--- config.mk ---
export PLATFORM = sky130hd
export DESIGN_NAME = parse_sequencer_flat
export DESIGN_NICKNAME = d
export VERILOG_FILES = /design/src/rtl/parse_sequencer_pkg.sv /design/src/rtl/parse_sequencer_if.sv /design/src/rtl/parse_sequencer_evt_fifo.sv /design/src/rtl/parse_sequencer.sv /design/src/flat_wrapper.sv
export SDC_FILE = /design/constraint.sdc
export NUM_CORES = 1
export LEC_CHECK = 0
export ABC_AREA = 0
export CAP_MARGIN = 15
export CORE_MARGIN = 2
export CORE_UTILIZATION = 45
export CTS_CLUSTER_DIAMETER = 60
export DETAILED_ROUTE_END_ITERATION = 8
export GPL_TIMING_DRIVEN = 0
export PLACE_DENSITY = 0.64
export SYNTH_ARGS = -nofsm -noshare
export SYNTH_HDL_FRONTEND = slang
export SYNTH_HIERARCHICAL = 1
export SYNTH_SLANG_ARGS = --single-unit
--- constraint.sdc ---
create_clock -name i_clk -period 2.44 [get_ports i_clk]
set_input_delay 0.366 -clock i_clk [delete_from_list [all_inputs] [get_ports i_clk]]
set_output_delay 0.366 -clock i_clk [all_outputs]
set_load 0.05 [all_outputs]
--- src/rtl/parse_sequencer_pkg.sv ---
// -----------------------------------------------------------------------------
// parse_seq_pkg
// Shared types and constants for the parse sequencer: FSM state encoding,
// parser status bit positions, host error codes, event kind tags and the
// event word layout used by the event FIFO and the downstream AST builder.
// No ports (package).
// -----------------------------------------------------------------------------
package parse_seq_pkg;

   typedef enum logic [2:0] {
      ST_IDLE    = 3'd0,
      ST_INIT    = 3'd1,
      ST_FETCH   = 3'd2,
      ST_PRESENT = 3'd3,
      ST_CHECK   = 3'd4,
      ST_DONE    = 3'd5,
      ST_FAIL    = 3'd6
   } seq_state_t;

   // Bit positions inside the parser status word {running, accept, error}
   localparam int STAT_RUN = 2;
   localparam int STAT_ACC = 1;
   localparam int STAT_ERR = 0;

   localparam logic [1:0] ERR_NONE     = 2'd0;
   localparam logic [1:0] ERR_SYNTAX   = 2'd1;
   localparam logic [1:0] ERR_TIMEOUT  = 2'd2;
   localparam logic [1:0] ERR_OVERFLOW = 2'd3;

   localparam logic EVT_SHIFT  = 1'b0;
   localparam logic EVT_REDUCE = 1'b1;

   // Token kind byte that marks end of input
   localparam logic [7:0] TOK_EOF_KIND = 8'h00;

   localparam int EVT_W = 17;
   typedef logic [EVT_W-1:0] evt_t;

   // Event word: {kind, payload16}
   function automatic evt_t make_event(input logic kind, input logic [15:0] payload);
      return {kind, payload};
   endfunction

endpackage

--- src/rtl/parse_sequencer_if.sv ---
// -----------------------------------------------------------------------------
// parse_sequencer_if
// Bundles the three streams around the sequencer:
//   t_*  lexer token stream      (t_valid/t_data in, t_ready out)
//   p_*  LR parser core          (reset, token handshake, status, outputs)
//   e_*  event stream to the AST builder (FWFT: e_valid/e_data out, e_ready in)
// master = sequencer side, slave = environment side (lexer/parser/consumer).
// -----------------------------------------------------------------------------
interface parse_sequencer_if;

   logic                  t_valid;
   logic [15:0]           t_data;
   logic                  t_ready;

   logic                  p_rst;
   logic                  p_i_valid;
   logic [15:0]           p_i_token;
   logic                  p_receive;
   logic [2:0]            p_stat;
   logic                  p_o_valid;
   logic [15:0]           p_o_shift;
   logic [15:0]           p_o_reduce;

   logic                  e_valid;
   parse_seq_pkg::evt_t   e_data;
   logic                  e_ready;

   modport master (
      input  t_valid, t_data,
      output t_ready,
      output p_rst, p_i_valid, p_i_token,
      input  p_receive, p_stat, p_o_valid, p_o_shift, p_o_reduce,
      output e_valid, e_data,
      input  e_ready
   );

   modport slave (
      output t_valid, t_data,
      input  t_ready,
      input  p_rst, p_i_valid, p_i_token,
      output p_receive, p_stat, p_o_valid, p_o_shift, p_o_reduce,
      input  e_valid, e_data,
      output e_ready
   );

endinterface

--- src/rtl/parse_sequencer_evt_fifo.sv ---
// -----------------------------------------------------------------------------
// evt_fifo
// Synchronous first-word-fall-through FIFO for parser events.
//   i_clk, i_rst_n : clock, synchronous active-low reset
//   i_flush        : empties the FIFO (wins over push/pop)
//   i_push, i_data : write request and word
//   i_pop          : read request (ignored when empty)
//   o_data         : head word (valid while !o_empty)
//   o_empty/o_full : occupancy flags
//   o_drop         : push rejected this cycle because the FIFO is full
// A push into a full FIFO is accepted when a pop happens in the same cycle.
// -----------------------------------------------------------------------------
module evt_fifo #(
   parameter int WIDTH = 17,
   parameter int DEPTH = 16
)(
   input  logic             i_clk,
   input  logic             i_rst_n,
   input  logic             i_flush,
   input  logic             i_push,
   input  logic [WIDTH-1:0] i_data,
   input  logic             i_pop,
   output logic [WIDTH-1:0] o_data,
   output logic             o_empty,
   output logic             o_full,
   output logic             o_drop
);

   localparam int AW = $clog2(DEPTH);

   logic [WIDTH-1:0] r_mem [DEPTH];
   // Pointers carry one extra wrap bit to tell full from empty
   logic [AW:0]      r_wr_ptr;
   logic [AW:0]      r_rd_ptr;

   logic w_empty;
   logic w_full;
   logic w_pop;
   logic w_push;

   assign w_empty = (r_wr_ptr == r_rd_ptr);
   assign w_full  = (r_wr_ptr[AW] != r_rd_ptr[AW]) &&
                    (r_wr_ptr[AW-1:0] == r_rd_ptr[AW-1:0]);
   assign w_pop   = i_pop && !w_empty;
   assign w_push  = i_push && (!w_full || w_pop);

   always_ff @(posedge i_clk) begin
      if (!i_rst_n) begin
         r_wr_ptr <= '0;
         r_rd_ptr <= '0;
      end else if (i_flush) begin
         r_wr_ptr <= '0;
         r_rd_ptr <= '0;
      end else begin
         if (w_push) r_wr_ptr <= r_wr_ptr + 1'b1;
         if (w_pop)  r_rd_ptr <= r_rd_ptr + 1'b1;
      end
   end

   always_ff @(posedge i_clk) begin
      if (w_push && !i_flush) r_mem[r_wr_ptr[AW-1:0]] <= i_data;
   end

   assign o_data  = r_mem[r_rd_ptr[AW-1:0]];
   assign o_empty = w_empty;
   assign o_full  = w_full;
   assign o_drop  = i_push && !w_push && !i_flush;

endmodule

--- src/rtl/parse_sequencer.sv ---
// -----------------------------------------------------------------------------
// parse_sequencer
// Runs one parse job on the LR parser core: holds the parser in reset while
// its tables load, feeds lexer tokens one at a time over the parser's
// valid/receive handshake, tags parser outputs as shift/reduce events into a
// FWFT FIFO, and reports the job outcome.
//   i_clk, i_rst_n : clock, synchronous active-low reset
//   i_start        : job start pulse (honoured in IDLE/DONE/FAIL only)
//   o_busy         : job in progress
//   o_done/o_fail  : job outcome levels
//   o_err_code     : 0 none, 1 syntax, 2 timeout, 3 event overflow
//   o_tok_count    : tokens consumed this job (saturating)
//   io_bus         : lexer, parser and event streams (master side)
// -----------------------------------------------------------------------------
module parse_sequencer
   import parse_seq_pkg::*;
#(
   parameter int INIT_CYCLES = 4,
   parameter int TIMEOUT     = 1024,
   parameter int EVT_DEPTH   = 16
)(
   input  logic              i_clk,
   input  logic              i_rst_n,
   input  logic              i_start,
   output logic              o_busy,
   output logic              o_done,
   output logic              o_fail,
   output logic [1:0]        o_err_code,
   output logic [15:0]       o_tok_count,
   parse_sequencer_if.master io_bus
);

   localparam int ICW = $clog2(INIT_CYCLES + 1);
   localparam int WDW = $clog2(TIMEOUT + 1);
   localparam logic [ICW-1:0] INIT_LAST = ICW'(INIT_CYCLES - 1);

   seq_state_t     r_state;
   seq_state_t     w_state_next;
   logic [ICW-1:0] r_init_cnt;
   logic [WDW-1:0] r_wd;
   logic [15:0]    r_tok;
   logic           r_p_i_valid;
   logic [15:0]    r_tok_count;
   logic [1:0]     r_err_code;
   logic           r_recv_d;

   logic       w_busy;
   logic       w_start_job;
   logic       w_take_tok;
   logic       w_tok_recv;
   logic       w_err_load;
   logic [1:0] w_err_val;
   evt_t       w_evt;
   evt_t       w_evt_head;
   logic       w_fifo_empty;
   logic       w_fifo_full;
   logic       w_fifo_drop;
   logic       w_unused;

   assign w_busy = (r_state == ST_INIT) || (r_state == ST_FETCH) ||
                   (r_state == ST_PRESENT) || (r_state == ST_CHECK);

   // ---------------- state register ----------------
   always_ff @(posedge i_clk) begin
      if (!i_rst_n) r_state <= ST_IDLE;
      else          r_state <= w_state_next;
   end

   // ---------------- next state / control ----------------
   always_comb begin
      w_state_next = r_state;
      w_start_job  = 1'b0;
      w_take_tok   = 1'b0;
      w_tok_recv   = 1'b0;
      w_err_load   = 1'b0;
      w_err_val    = ERR_NONE;
      case (r_state)
         ST_IDLE, ST_DONE, ST_FAIL: begin
            if (i_start) begin
               w_state_next = ST_INIT;
               w_start_job  = 1'b1;
            end
         end
         ST_INIT: begin
            if (r_init_cnt == INIT_LAST) w_state_next = ST_FETCH;
         end
         ST_FETCH: begin
            if (io_bus.t_valid) begin
               w_state_next = ST_PRESENT;
               w_take_tok   = 1'b1;
            end
         end
         ST_PRESENT: begin
            // A receive in the last watchdog cycle still counts as on time
            if (io_bus.p_receive) begin
               w_state_next = ST_CHECK;
               w_tok_recv   = 1'b1;
            end else if (r_wd == WDW'(1)) begin
               w_state_next = ST_FAIL;
               w_err_load   = 1'b1;
               w_err_val    = ERR_TIMEOUT;
            end
         end
         ST_CHECK: begin
            if (io_bus.p_stat[STAT_ACC]) begin
               w_state_next = ST_DONE;
            end else if (io_bus.p_stat[STAT_ERR]) begin
               w_state_next = ST_FAIL;
               w_err_load   = 1'b1;
               w_err_val    = ERR_SYNTAX;
            end else begin
               w_state_next = ST_FETCH;
            end
         end
         default: w_state_next = ST_IDLE;
      endcase
      // A lost event makes the AST unusable, so it overrides any other outcome
      if (w_busy && w_fifo_drop) begin
         w_state_next = ST_FAIL;
         w_err_load   = 1'b1;
         w_err_val    = ERR_OVERFLOW;
      end
   end

   // ---------------- datapath registers ----------------
   always_ff @(posedge i_clk) begin
      if (!i_rst_n) begin
         r_init_cnt  <= '0;
         r_wd        <= '0;
         r_tok       <= '0;
         r_p_i_valid <= 1'b0;
         r_tok_count <= '0;
         r_err_code  <= ERR_NONE;
         r_recv_d    <= 1'b0;
      end else begin
         r_recv_d <= io_bus.p_receive;
         if (w_start_job) begin
            r_init_cnt  <= '0;
            r_tok_count <= '0;
            r_err_code  <= ERR_NONE;
         end
         if (r_state == ST_INIT) r_init_cnt <= r_init_cnt + 1'b1;
         if (w_take_tok) begin
            r_tok       <= io_bus.t_data;
            r_p_i_valid <= 1'b1;
            r_wd        <= WDW'(TIMEOUT);
         end
         if (r_state == ST_PRESENT && !io_bus.p_receive) r_wd <= r_wd - 1'b1;
         if (w_tok_recv) begin
            r_p_i_valid <= 1'b0;
            if (r_tok_count != 16'hFFFF) r_tok_count <= r_tok_count + 16'd1;
         end
         // Any abort withdraws the token from the parser
         if (w_state_next == ST_FAIL || w_state_next == ST_DONE) r_p_i_valid <= 1'b0;
         if (w_err_load) r_err_code <= w_err_val;
      end
   end

   // ---------------- event capture ----------------
   // An output right after a receive is the shift of that token; any other
   // output is a reduce driven by lookahead.
   assign w_evt = r_recv_d ? make_event(EVT_SHIFT, io_bus.p_o_shift)
                           : make_event(EVT_REDUCE, {8'h00, io_bus.p_o_reduce[7:0]});

   evt_fifo #(
      .WIDTH (EVT_W),
      .DEPTH (EVT_DEPTH)
   ) u_evt_fifo (
      .i_clk   (i_clk),
      .i_rst_n (i_rst_n),
      .i_flush (w_start_job),
      .i_push  (io_bus.p_o_valid),
      .i_data  (w_evt),
      .i_pop   (io_bus.e_ready),
      .o_data  (w_evt_head),
      .o_empty (w_fifo_empty),
      .o_full  (w_fifo_full),
      .o_drop  (w_fifo_drop)
   );

   // ---------------- outputs ----------------
   assign o_busy      = w_busy;
   assign o_done      = (r_state == ST_DONE);
   assign o_fail      = (r_state == ST_FAIL);
   assign o_err_code  = r_err_code;
   assign o_tok_count = r_tok_count;

   assign io_bus.t_ready   = (r_state == ST_FETCH);
   assign io_bus.p_rst     = (r_state == ST_IDLE) || (r_state == ST_INIT);
   assign io_bus.p_i_valid = r_p_i_valid;
   assign io_bus.p_i_token = r_tok;
   assign io_bus.e_valid   = !w_fifo_empty;
   assign io_bus.e_data    = w_fifo_empty ? '0 : w_evt_head;

   assign w_unused = ^{io_bus.p_o_reduce[15:8], io_bus.p_stat[STAT_RUN], w_fifo_full};

endmodule

--- src/flat_wrapper.sv ---
// flat-port wrapper written by rule: the top's interface ports become plain ports
module parse_sequencer_flat import parse_seq_pkg::*;
#(
   parameter int INIT_CYCLES = 4,
   parameter int TIMEOUT     = 1024,
   parameter int EVT_DEPTH   = 16
)
  (i_clk, i_rst_n, i_start, o_busy, o_done, o_fail, o_err_code, o_tok_count, io_bus_t_valid, io_bus_t_data, io_bus_t_ready, io_bus_p_rst, io_bus_p_i_valid, io_bus_p_i_token, io_bus_p_receive, io_bus_p_stat, io_bus_p_o_valid, io_bus_p_o_shift, io_bus_p_o_reduce, io_bus_e_valid, io_bus_e_data, io_bus_e_ready);
  parse_sequencer_if io_bus_i ();
  input  logic i_clk;
  input  logic i_rst_n;
  input  logic i_start;
  output logic o_busy;
  output logic o_done;
  output logic o_fail;
  output logic [1:0] o_err_code;
  output logic [15:0] o_tok_count;
  input wire logic [$bits(io_bus_i.t_valid)-1:0] io_bus_t_valid;
  input wire logic [$bits(io_bus_i.t_data)-1:0] io_bus_t_data;
  output wire logic [$bits(io_bus_i.t_ready)-1:0] io_bus_t_ready;
  output wire logic [$bits(io_bus_i.p_rst)-1:0] io_bus_p_rst;
  output wire logic [$bits(io_bus_i.p_i_valid)-1:0] io_bus_p_i_valid;
  output wire logic [$bits(io_bus_i.p_i_token)-1:0] io_bus_p_i_token;
  input wire logic [$bits(io_bus_i.p_receive)-1:0] io_bus_p_receive;
  input wire logic [$bits(io_bus_i.p_stat)-1:0] io_bus_p_stat;
  input wire logic [$bits(io_bus_i.p_o_valid)-1:0] io_bus_p_o_valid;
  input wire logic [$bits(io_bus_i.p_o_shift)-1:0] io_bus_p_o_shift;
  input wire logic [$bits(io_bus_i.p_o_reduce)-1:0] io_bus_p_o_reduce;
  output wire logic [$bits(io_bus_i.e_valid)-1:0] io_bus_e_valid;
  output wire logic [$bits(io_bus_i.e_data)-1:0] io_bus_e_data;
  input wire logic [$bits(io_bus_i.e_ready)-1:0] io_bus_e_ready;
  assign io_bus_i.t_valid = io_bus_t_valid;
  assign io_bus_i.t_data = io_bus_t_data;
  assign io_bus_t_ready = io_bus_i.t_ready;
  assign io_bus_p_rst = io_bus_i.p_rst;
  assign io_bus_p_i_valid = io_bus_i.p_i_valid;
  assign io_bus_p_i_token = io_bus_i.p_i_token;
  assign io_bus_i.p_receive = io_bus_p_receive;
  assign io_bus_i.p_stat = io_bus_p_stat;
  assign io_bus_i.p_o_valid = io_bus_p_o_valid;
  assign io_bus_i.p_o_shift = io_bus_p_o_shift;
  assign io_bus_i.p_o_reduce = io_bus_p_o_reduce;
  assign io_bus_e_valid = io_bus_i.e_valid;
  assign io_bus_e_data = io_bus_i.e_data;
  assign io_bus_i.e_ready = io_bus_e_ready;
  parse_sequencer #(.INIT_CYCLES(INIT_CYCLES), .TIMEOUT(TIMEOUT), .EVT_DEPTH(EVT_DEPTH)) u_core (.i_clk(i_clk), .i_rst_n(i_rst_n), .i_start(i_start), .o_busy(o_busy), .o_done(o_done), .o_fail(o_fail), .o_err_code(o_err_code), .o_tok_count(o_tok_count), .io_bus(io_bus_i));
endmodule
==> results.json <==
{
  "p_seq_share_pct": 49.2,
  "finalHoldViolations": 0,
  "htreeDepth": 2,
  "regArea_sq_um": 9510,
  "finalInstanceArea_sq_um": 17500,
  "violations": "negative setup slack",
  "endpoint_kind": "output port",
  "synth_edf_count": 272,
  "grt_use_total_pct": 19.4,
  "grt_pass1_wl_microns": 47600,
  "setup_tns_ns": -8.41,
  "peakVddDrop_v": 0.000494,
  "initial_core_util_pct": 45.5,
  "outcome": "finished with violations",
  "pre_cts_slack_ns": -1.34,
  "final_layout_size_suffix_gt1_share_pct": 28.5,
  "syn_inst": 830,
  "critPathLaunchType": "flip-flop",
  "rr_startpoint": "u_core/r_state[1]",
  "overflow": 0,
  "cts_root_buf": "clkbuf_16",
  "required_ns": 2.07,
  "worst_pin_slew_ns": 0.654,
  "ys_seq_elements": 339,
  "synth_warnings": 6,
  "setup_ws_ns": -0.557,
  "wl_per_cell_microns": 22.2,
  "rows": 64,
  "powerDensity_nw_per_um2": 732,
  "use_met3_pct": 4.07,
  "syn_area_per_cell_sq_um": 16.7,
  "clk-insertion-delay-late_ns": 0.53,
  "r2r_cells": 7,
  "drtIter0Drc": 599,
  "worstPathMaxFanout": 7,
  "synthesis.nets": 898,
  "grt_pass1_vias": 7831,
  "reg2reg_slack_ns": 0.07,
  "power.internal_mw": 10.1,
  "synth_cell_type_count": 59,
  "hold_path_startpoint": "io_bus_t_data[3]",
  "drtAntennaViolNets": 0,
  "path_class": "flip-flop to output port",
  "use_met1_pct": 27.1,
  "die_area_sq_um": 32200,
  "holdCritPathClass": "input pin to flip-flop",
  "cts_hold_repair.buffers": 0,
  "area_growth_pct": 26.5,
  "rsz0062_at_grt": "true",
  "die_h_microns": 179,
  "core_sq_um": 30400,
  "gp_congestion": 0.838,
  "synth_top_area_share_pct": 59.0,
  "post-dp-hpwl_microns": 18500,
  "final_cell_mix": "edfxtp_1, mux4_2, clkdlybuf4s50_1",
  "nets": 1074,
  "r2r_end": "u_core/u_evt_fifo/r_mem[3][5]",
  "final_common_cell": "edfxtp_1",
  "port_buffers": 106,
  "synthArstFlopShare_pct": 0,
  "via_per_inst": 5.62,
  "multi_input_area_sq_um": 4330,
  "critPathArrivalTime_ns": 2.63,
  "swShare_pct": 21.5,
  "synth_top_area_cell": "edfxtp_1",
  "globalRoute.busiestLayer": "met2",
  "placedInstanceArea_sq_um": 15500,
  "slew-limit-headroom_pct": 56.0,
  "ioPinCount": 116,
  "p_leak_nw": 5.70,
  "power_frac_clock_pct": 43.7,
  "dr.pass1.iters": 5,
  "combPwrFrac_pct": 7.1,
  "fmax_ghz": 0.334,
  "use_met2_pct": 31.4,
  "clkTransAtPathRegs_ns": 0.06,
  "numCtsBuffers": 38,
  "die_w_microns": 179,
  "cts_num_sinks": 339,
  "netlist_top_cells_area": "edfxtp_1, mux4_2, dfxtp_1",
  "syn_area_sq_um": 13800,
  "ys.flop_type": "edfxtp_1",
  "yosysSeqAreaShare_pct": 68.7,
  "fillCellCount": 2353,
  "skew_ns": 0.0238,
  "num_antenna_cells": 0,
  "vias": 8033,
  "cap_viol_max_count": 0,
  "grt_max_degree": 18,
  "cts_tree": "yes",
  "hold_end": "u_core/io_bus.p_i_token[3]",
  "drt-total-wl_microns": 31700,
  "finalSetupViolCount": 17,
  "whs_path_depth": 3,
  "clock_path_buffers": 3,
  "drc": 0,
  "slew_viol_final": 0,
  "finalCritPeriodShare_pct": 123,
  "min_period_ns": 3.00,
  "grt_antenna_before_repair": 0,
  "power_switching_mw": 2.76
}
-- critical path, stage by stage (launching register included) --
cell	delay [ns]
dfxtp_2	0.33
buf_6	0.13
buf_12	0.14
buf_12	0.13
mux4_2	0.52
mux4_2	0.53
nor2b_4	0.15
buf_6	0.15
-- metrics by stage --
stage | utilization (%) | instances | total power [mW] | hold WS [ns]
3_3_place_gp | 50.7 | 1332 | 7.21 | 0.441
5_1_grt | 57.6 | 1430 | 13.2 | 0.380
2_1_floorplan | - | 830 | 6.92 | 0.448
6_report | 57.6 | 1430 | 12.8 | 0.382
4_1_cts | 56.6 | 1418 | 12.9 | 0.360
3_5_place_dp | 50.8 | 1333 | 7.22 | 0.449
-- cells in the mapped netlist (all sizes together) (2+ instances only) --
library cell    n
edfxtp        272
mux4           85
dfxtp          67
nand2          58
a21oi          32
nor2           32
nand3          31
and3           25
clkbuf         22
nor2b          22
buf            20
inv            15
and2           12
mux2           12
nor3           11
o21ai          11
ha             10
or3             8
a31oi           7
nor3b           7
o211ai          7
xor2            7
xnor2           6
nand2b          5
nor4            5
or2             5
a211o           4
a311oi          4
o221ai          4
nand4           3
a221o           2
mux2i           2
nand4b          2
o21a            2
or4             2
-- sequential cells by signal, indices dropped and copies added (netlist names), named ones only --
| name | count |
|---|---|
| u_core/r_state | 3 |
| u_core/o_err_code | 2 |
| u_core/r_wd | 11 |
| u_core/io_bus.p_i_valid | 1 |
| u_core/o_tok_count | 16 |
| u_core/u_evt_fifo/r_rd_ptr | 5 |
| u_core/r_recv_d | 1 |
| u_core/r_init_cnt | 3 |
| u_core/io_bus.p_i_token | 16 |
| u_core/u_evt_fifo/r_mem | 272 |
| u_core/u_evt_fifo/r_wr_ptr | 5 |
-- power groups by stage --
| stage | registers (mW) | logic [mW] | clock network [mW] |
|---|---|---|---|
| after floorplan | 6.42 | 0.502 | 0 |
| after CTS | 6.30 | 0.904 | 5.71 |
| after global routing | 6.31 | 0.962 | 5.95 |
| after detailed placement | 6.43 | 0.794 | 0 |
| final | 6.31 | 0.906 | 5.61 |
| after global placement | 6.43 | 0.787 | 0 |
-- layout make-up --
type,count,share of cell area (%)
clock buffers,48,5.76
multi-input cells,433,24.7
repair buffers,140,9.09
well taps,396,2.83
clock inverters,20,1.24
plain buffers,38,1.71
inverters,16,0.343
flip-flops and latches,339,54.3
-- metal layers --
| layer | vias to the layer above | part of all wire [%] |
|---|---|---|
| met5 | - | 0 |
| met4 | 0 | 1.9 |
| met3 | 45 | 6.8 |
| met2 | 301 | 49 |
| met1 | 4058 | 43 |
| li1 | 3629 | - |
-- cell families (layout without fill, tap and decap cells) --
group	count (synthesis)	in the layout	synth area share, %
DFF	339	339	68.7
and+or+nand+nor	231	231	8.86
muxes	99	99	14.9
AOI/OAI and AO/OA	80	80	3.79
buffers and inverters	58	262	2.01
xor gates and xnor gates	13	13	0.822
adders and majority gates	10	10	0.904
-- worst max-delay path by stage --
| stage | from | slack, ns | endpoint | depth (start not counted) |
|---|---|---|---|---|
| 4_1_cts | flip-flop | -0.60 | io_bus_e_data[14] | 8 |
| 6_report | flip-flop | -0.56 | io_bus_e_data[16] | 7 |
| 3_3_place_gp | u_core/u_evt_fifo/r_wr_ptr[2] | -1.34 | io_bus_e_data[14] | 7 |
| 3_5_place_dp | u_core/u_evt_fifo/r_wr_ptr[2] | -1.34 | io_bus_e_valid | 7 |
| 5_1_grt | flip-flop | -0.61 | io_bus_e_data[16] | 7 |
| 2_1_floorplan | flip-flop | 0.03 | io_bus_e_data[10] | 6 |
-- timing repair --
item                       in CTS  in global routing
setup endpoints to repair     291                313
pin swaps                       7                  6
setup buffers                  17                 16
resized for setup             211                 41
cloned                          2                  0
Note: power is estimated with default switching activity, not from simulation.
